`src/rtl/mips_mem_pkg.sv`:
```
// Shared types for the multicycle memory-access stage: FSM states, access kinds,
// the default bus width and the strobe-priority helper.
package mips_mem_pkg;

  localparam int MEM_WIDTH = 32;

  typedef enum logic [1:0] {IDLE, BUSY, DONE} mem_state_t;
  typedef enum logic [1:0] {FETCH, LOAD, STORE} mem_kind_t;

  // Store wins over fetch, fetch wins over load when strobes collide.
  function automatic mem_kind_t pick_kind(input logic irw, input logic mw);
    if (mw)       return STORE;
    else if (irw) return FETCH;
    else          return LOAD;
  endfunction

endpackage

```
`src/rtl/mem_timeout_ctr.sv`:
```
// Counts BUSY cycles without an ack; expired_o flags the cycle that reaches TIMEOUT.
module mem_timeout_ctr #(
  parameter int TIMEOUT = 16
) (
  input  logic clk,
  input  logic reset_n,
  input  logic clr_i,
  input  logic en_i,
  output logic expired_o
);

  localparam int CW = $clog2(TIMEOUT + 1);
  localparam logic [CW-1:0] LAST = CW'(TIMEOUT - 1);

  logic [CW-1:0] cnt_q, cnt_d;

  always_comb begin
    cnt_d = cnt_q;
    if (clr_i)
      cnt_d = '0;
    else if (en_i)
      cnt_d = cnt_q + 1'b1;
  end

  always_ff @(posedge clk or negedge reset_n) begin
    if (!reset_n)
      cnt_q <= '0;
    else
      cnt_q <= cnt_d;
  end

  // Combinational so the FSM leaves BUSY right after the TIMEOUT-th silent cycle.
  assign expired_o = en_i && (cnt_q == LAST);

endmodule

```
`src/rtl/mem_interface.sv`:
```
// Memory-access stage: turns fetch/load/store strobes into a req/ack transaction,
// holds IR and MDR, and stalls the controller until the access completes.
module mem_interface
  import mips_mem_pkg::*;
#(
  parameter int WIDTH   = MEM_WIDTH,
  parameter int TIMEOUT = 16
) (
  input  logic             clk,
  input  logic             reset_n,
  input  logic [WIDTH-1:0] adr,
  input  logic [WIDTH-1:0] wd,
  input  logic             irwrite,
  input  logic             memread,
  input  logic             memwrite,
  output logic [WIDTH-1:0] instr,
  output logic [WIDTH-1:0] data,
  output logic             stall,
  output logic             err,
  output logic             mem_req,
  output logic             mem_we,
  output logic [WIDTH-1:0] mem_adr,
  output logic [WIDTH-1:0] mem_wdata,
  input  logic [WIDTH-1:0] mem_rdata,
  input  logic             mem_ack
);

  mem_state_t       state_q;
  mem_kind_t        kind_q;
  logic [WIDTH-1:0] instr_q, data_q, mem_adr_q, mem_wdata_q;
  logic             mem_req_q, mem_we_q, err_q;
  logic             cmd, multi, misaligned, ctr_clr, ctr_en, expired;

  assign cmd        = irwrite | memread | memwrite;
  assign multi      = (irwrite & memread) | (irwrite & memwrite) | (memread & memwrite);
  assign misaligned = |adr[1:0];
  assign ctr_clr    = (state_q == IDLE) && cmd;
  assign ctr_en     = (state_q == BUSY) && !mem_ack;

  mem_timeout_ctr #(.TIMEOUT(TIMEOUT)) u_timeout (
    .clk       (clk),
    .reset_n   (reset_n),
    .clr_i     (ctr_clr),
    .en_i      (ctr_en),
    .expired_o (expired)
  );

  always_ff @(posedge clk or negedge reset_n) begin
    if (!reset_n) begin
      state_q     <= IDLE;
      kind_q      <= FETCH;
      instr_q     <= '0;
      data_q      <= '0;
      mem_adr_q   <= '0;
      mem_wdata_q <= '0;
      mem_req_q   <= 1'b0;
      mem_we_q    <= 1'b0;
      err_q       <= 1'b0;
    end else begin
      case (state_q)
        IDLE: begin
          if (cmd) begin
            if (multi || misaligned)
              err_q <= 1'b1;
            if (misaligned) begin
              state_q <= DONE;
            end else begin
              mem_adr_q   <= adr;
              mem_wdata_q <= wd;
              mem_we_q    <= memwrite;
              kind_q      <= pick_kind(irwrite, memwrite);
              mem_req_q   <= 1'b1;
              state_q     <= BUSY;
            end
          end
        end
        BUSY: begin
          if (mem_ack) begin
            if (kind_q == FETCH)
              instr_q <= mem_rdata;
            else if (kind_q == LOAD)
              data_q <= mem_rdata;
            mem_req_q <= 1'b0;
            state_q   <= DONE;
          end else if (expired) begin
            err_q     <= 1'b1;
            mem_req_q <= 1'b0;
            state_q   <= DONE;
          end
        end
        DONE:    state_q <= IDLE;
        default: state_q <= IDLE;
      endcase
    end
  end

  // Gated by reset_n so a strobe held during reset cannot raise a stall.
  assign stall     = reset_n && (((state_q == IDLE) && cmd) || (state_q == BUSY));
  assign instr     = instr_q;
  assign data      = data_q;
  assign err       = err_q;
  assign mem_req   = mem_req_q;
  assign mem_we    = mem_we_q;
  assign mem_adr   = mem_adr_q;
  assign mem_wdata = mem_wdata_q;

endmodule

```
`config.mk`:
```
export PLATFORM = sky130hd
export DESIGN_NAME = mem_interface
export DESIGN_NICKNAME = d
export VERILOG_FILES = /design/src/rtl/mips_mem_pkg.sv /design/src/rtl/mem_timeout_ctr.sv /design/src/rtl/mem_interface.sv
export SDC_FILE = /design/constraint.sdc
export NUM_CORES = 1
export LEC_CHECK = 0
export ABC_AREA = 1
export CORE_AREA = 2 2 114 116
export DETAILED_ROUTE_END_ITERATION = 8
export DIE_AREA = 0 0 116 118
export GPL_TIMING_DRIVEN = 0
export PLACE_DENSITY = 0.88
export SYNTH_ARGS = -nofsm -noshare
export SYNTH_HDL_FRONTEND = slang
export SYNTH_HIERARCHICAL = 1
export SYNTH_SLANG_ARGS = --single-unit
export TNS_END_PERCENT = 10
```
`constraint.sdc`:
```
create_clock -name clk -period 3.1 [get_ports clk]
set_clock_uncertainty 0.05 [all_clocks]
set_input_delay 0.93 -clock clk [delete_from_list [all_inputs] [get_ports clk]]
set_output_delay 0.93 -clock clk [all_outputs]
set_load 0.01 [all_outputs]
```
==> flow_metrics.tcl, run 1 <==
set metrics [dict create \
    hold_violations 0 \
    wl_per_cell_um 14.9 \
    dr.pass1.iters 5 \
    gr-usage-all-layers 0.230 \
    clock-sinks 139 \
    finalSetupTns_ps 0 \
    dieHeight_um 118 \
    syn2layout_area_growth_pct 55.8 \
    drv_slew 0 \
    fmax_mhz 337 \
    ys_seq_area_frac 0.606 \
    worstSetupPathType "input port to primary output" \
    grt_pass1_wl_mm 24.4 \
    detail-route-antenna-nets 0 \
    grt_antenna_before_repair 0 \
    vias 4776 \
    pre_cts_slack_ps -594 \
    drive_gt1_frac 0.160 \
    antenna_cells 0 \
    drtIter0Drc 223 \
    ff2ff_setup_slack_ps 1440 \
    ys_warn_count 6 \
    tritoncts "built" \
    cts_max_path_buffers 2 \
    core_area_um2 12400 \
    drv_cap 0 \
    p_total_mw 8.61 \
    ff2ff_path_depth 13 \
    dp_hpwl_mm 10.8 \
    netlist_area_um2 5740 \
    cts-htree-levels 4 \
    fin_crit_sh 0.957 \
    grt_max_degree 81 \
    syn-num-nets 694 \
    cts-root-buf "clkbuf_16" \
    period_needed_ps 2970 \
    rr_startpoint "state_q[1]" \
    p_leak_nw 4.37 \
    synthCells 590 \
    whs_ps 368 \
    peakVddDrop_uv 591 \
    syn_avg_cell_area_um2 9.73 \
    path_clk_slew_ps 60 \
    power.density_nw_per_um2 962 \
    synth-seq-cells 139 \
    synth_cell_types 28 \
    pin_count 234 \
    cts-buffers-inserted 17 \
    setup_ws_ps 134 \
    critPathArrivalTime_ps 1990 \
    setup_viol 0 \
    rows 41 \
    wl_mm 15.3 \
    via_per_inst 4.65 \
    grt_overflow 0 \
    clock_latency_ps 410 \
    drc 0 \
    grt_pass1_vias 4860 \
    start_util 0.463 \
    worstHoldPathType "input port to asynchronous set/reset pin" \
    globalplace.congestion 0.850 \
    worst-endpoint-required_ps 2120 \
    status "finished clean" \
    portBuffers 233 \
    start_kind "input port" \
    die_w_um 116 \
    reg2reg_to "mem_req" \
    slew_headroom 0.726 \
    rsz0062_at_grt "false" \
    cts_hold_buf 0 \
    endpoint_kind "primary output" \
    cp_max_fo 4 \
    dieArea_um2 13700 \
    cts_setup_buffers 0 \
    worst_pin_slew_ps 411 \
    nNetsFinal 948 \
]
## flip-flops by register name, summed over array words and instances (netlist names)
register / flops
data: 32
instr: 32
mem_adr: 32
mem_wdata: 32
u_timeout/cnt_q: 5
kind_q: 2
state_q: 2
err: 1
mem_req: 1
## layout make-up
cell class              instances  area (µm²)
clock buffers                  21         470
plain buffers                  27         253
well taps                     172         215
repair buffers                235        2400
multi-input cells             372        1810
clock inverters                10         118
fillers                       937        3470
inverters                      52         200
flip-flops and latches        139        3480
## what timing repair did
| action | in CTS | in global routing |
|---|---|---|
| setup endpoints to repair | 1 | 1 |
| resized for setup | 7 | 2 |
| pin swaps | 0 | 0 |
| cloned | 0 | 1 |
## report_power, final
part	switching (mW)	leakage [nW]	internal, mW
combinational	1.57	2.32	1.95
clock	0.762	0.277	1.24
sequential	0.449	1.78	2.63
## critical path, cell delays in order
cell and delay, ps:
clkdlybuf4s50_1 500, nor2_2 70, nand2_1 70, nand2_2 90, a21boi_0 150, buf_2 170
## how the worst max path moves through the flow
| stage | cells after the start | slack, ps | endpoint | from |
|---|---|---|---|---|
| 2_1_floorplan | 4 | 720 | stall | memread |
| 3_3_place_gp | 3 | -4750 | stall | reset_n |
| 3_5_place_dp | 4 | -590 | stall | reset_n |
| 4_1_cts | 6 | 5 | stall | memwrite |
| 5_1_grt | 6 | 70 | stall | irwrite |
| 6_report | 6 | 130 | stall | irwrite |
## routing by layer
metal / track usage / up-vias / wire length, µm
li1: - / 2327 / -
met3: 0.0772 / 31 / 1140
met1: 0.270 / 2258 / 6100
met2: 0.391 / 160 / 7640
met4: 0.0818 / 0 / 422
met5: 0 / - / 0
## cell usage in the layout (no fill, tap or decap), types with 2 or more instances in the layout
cell             instances
buf_16                   2
buf_2                    5
buf_4                    7
buf_6                   16
bufinv_16                2
clkbuf_16               18
clkbuf_8                 3
clkdlybuf4s50_1        230
clkinv_2                 2
clkinv_4                 2
clkinvlp_4               4
dfrtp_1                139
ha_1                     2
inv_1                   47
inv_2                    3
inv_4                    2
nand2_1                271
nand2_2                  2
nand2_4                  3
nand3_1                  4
nor2_1                   7
nor2_2                   3
o21ai_0                  2
o21ai_1                  9
o21ai_2                 58
## stage by stage
stage | instances | cell area, µm² | utilization
after floorplan | 590 | 5740 | -
after global placement | 995 | 8290 | 0.668
after detailed placement | 996 | 8320 | 0.670
after CTS | 1027 | 8920 | 0.719
after global routing | 1028 | 8940 | 0.721
final | 1028 | 8940 | 0.721
## synth_stat cells (all sizes together)
cell type | n | area (µm²)
nand2 | 276 | 1060
dfrtp | 139 | 3480
o21ai | 69 | 563
inv | 52 | 200
buf | 27 | 253
nor2 | 11 | 56.3
nand3 | 5 | 30.0
a21oi | 2 | 13.8
ha | 2 | 25.0
nor3 | 2 | 21.3
a211oi | 1 | 7.51
a21boi | 1 | 7.51
o21bai | 1 | 7.51
or2 | 1 | 6.26
xnor2 | 1 | 8.76
## logic make-up after synthesis
family                   Yosys count  share of synthesized area
AND/OR/NAND/NOR                  295                      0.205
AO/OA/AOI/OAI                     74                      0.104
flip-flops                       139                      0.606
XOR/XNOR                           1                    0.00153
adder cells (fa/ha/maj)            2                    0.00436
buffers and inverters             79                     0.0789
No activity file was read; power rests on OpenSTA's default activity.
==> run 2: changes to the inputs <==
- PLACE_DENSITY: 0.88 -> 0.85
==> run 2 against run 1 <==
Compared with the run above:
- clock-buffer cell count grew 1
- non-clock buffer count is the same
- utilization grew 0.44 points
- wire length grew 3.0%
- highest routed layer unchanged
- setup slack gained 2.2 ps
- first-iteration DRC count grew 47%
- maximum frequency is essentially flat
- final cell count is essentially flat
- critical endpoint unchanged
- via count grew 2.2%
==> flow_metrics.tcl, run 2 (synthesis gave the netlist of run 1 again) <==
set metrics [dict create \
    status "finished clean" \
    drv_cap 0 \
    setup_ws_ps 136 \
    worst-endpoint-required_ps 2120 \
    power.density_nw_per_um2 972 \
    cts_max_path_buffers 2 \
    grt_max_degree 73 \
    portBuffers 233 \
    layout_commonest_cell "nand2_1" \
    post-place-cells 996 \
    switchingPower_mw 2.80 \
    critPathArrivalTime_ps 1980 \
    dp_hpwl_mm 11.5 \
    vias 4880 \
    cp_max_fo 4 \
    p_int_mw 5.95 \
    p_total_mw 8.75 \
    p_leak_nw 4.41 \
    pin_count 234 \
    clkPwrFrac 0.242 \
    swShare 0.319 \
    cts_setup_buffers 0 \
    hold_violations 0 \
    peakVddDrop_uv 517 \
    wl_per_cell_um 15.3 \
    die_w_um 116 \
    grt_antenna_before_repair 0 \
    critical_path.slowest_cell "clkdlybuf4s50_1" \
    fmax_mhz 337 \
    period_needed_ps 2960 \
    rsz0062_at_grt "false" \
    p_seq_frac 0.355 \
    drtIter0Drc 327 \
    drv_slew 0 \
    setup_viol 0 \
    path_clk_slew_ps 60 \
    detail-route-antenna-nets 0 \
    clock_latency_ps 410 \
    globalplace.congestion 0.819 \
    drc 0 \
    start_kind "input port" \
    fin_crit_sh 0.956 \
    grt_pass1_wl_mm 24.9 \
    core_area_um2 12400 \
    clock-sinks 139 \
    pre_cts_slack_ps -709 \
    nNetsFinal 948 \
    rows 41 \
    worstSetupPathType "input port to primary output" \
    max_stage_delay_ps 490 \
    cts-buffers-inserted 17 \
    worst_pin_slew_ps 397 \
    cts_hold_buf 0 \
    final_cell_mix "nand2_1, clkdlybuf4s50_1, dfrtp_1" \
    wl_mm 15.8 \
    dieArea_um2 13700 \
    cts-htree-levels 4 \
    syn2layout_area_growth_pct 56.7 \
    dieHeight_um 118 \
    cts-root-buf "clkbuf_16" \
    slew_headroom 0.736 \
    tritoncts "built" \
    path_cells "clkdlybuf4s50_1 -> inv_1 -> nand2_1 -> nand2_4 -> a21boi_2 -> buf_2" \
    drive_gt1_frac 0.163 \
    finalSetupTns_ps 0 \
    antenna_cells 0 \
    grt_pass1_vias 5059 \
    endpoint_kind "primary output" \
    worstHoldPathType "input port to asynchronous set/reset pin" \
    gr-usage-all-layers 0.236 \
    fin_cells 1029 \
    dr.pass1.iters 4 \
    via_per_inst 4.74 \
    start_util 0.463 \
    post-route-util 0.725 \
    combPwrFrac 0.403 \
    grt_overflow 0 \
]
run 2: worst paths after layout:
path / cells after the start / slack [ps] / start / endpoint
max in group asynchronous: 2 / 1970 / reset_n / mem_adr[22]
min in group clk: 1 / 410 / state_q[1] / state_q[1]
setup reg to reg: 9 / 1450 / u_timeout/cnt_q[0] / err
hold reg to reg: 1 / 410 / state_q[1] / state_q[1]
hold / removal: 1 / 370 / reset_n / data[9]
setup / recovery: 6 / 140 / memread / stall
run 2: power groups by stage:
stage	Sequential (mW)	Clock (mW)	Combinational, mW
floorplan	3.45	0	1.07
global placement	3.08	0	3.43
detailed placement	3.12	0	3.53
CTS	3.11	2.15	3.57
global route	3.20	2.23	3.83
finish	3.11	2.12	3.53
run 2: cell type report:
class | count | area, µm²
Clock inverter | 10 | 138
Clock buffer | 22 | 494
Fill cell | 901 | 3410
Tap cell | 172 | 215
Multi-Input combinational cell | 372 | 1820
Buffer | 27 | 253
Sequential cell | 139 | 3480
Timing Repair Buffer | 235 | 2400
Inverter | 52 | 200
run 2: routing by layer:
layer  track usage  share of wire
met2         0.395           0.50
met3        0.0772          0.087
met5             0              0
met1         0.269           0.38
met4         0.118          0.033
run 2: through the flow:
| stage | hold WS, ps | cell area, µm² |
|---|---|---|
| after detailed placement | 407 | 8320 |
| final | 369 | 9000 |
| after global routing | 380 | 9000 |
| after global placement | 398 | 8290 |
| after CTS | 377 | 9000 |
| after floorplan | 382 | 5740 |
run 2: timing repair:
item	4_1_cts	5_1_grt
pin swaps	0	1
gates resized for setup	7	4
cloned	1	0
endpoints found under the setup margin	1	1
run 2: critical path: cells and delay by family:
family / cells / cell delay, ps
compound gates: 1 / 180
buf+inv: 3 / 700
simple gates: 2 / 180
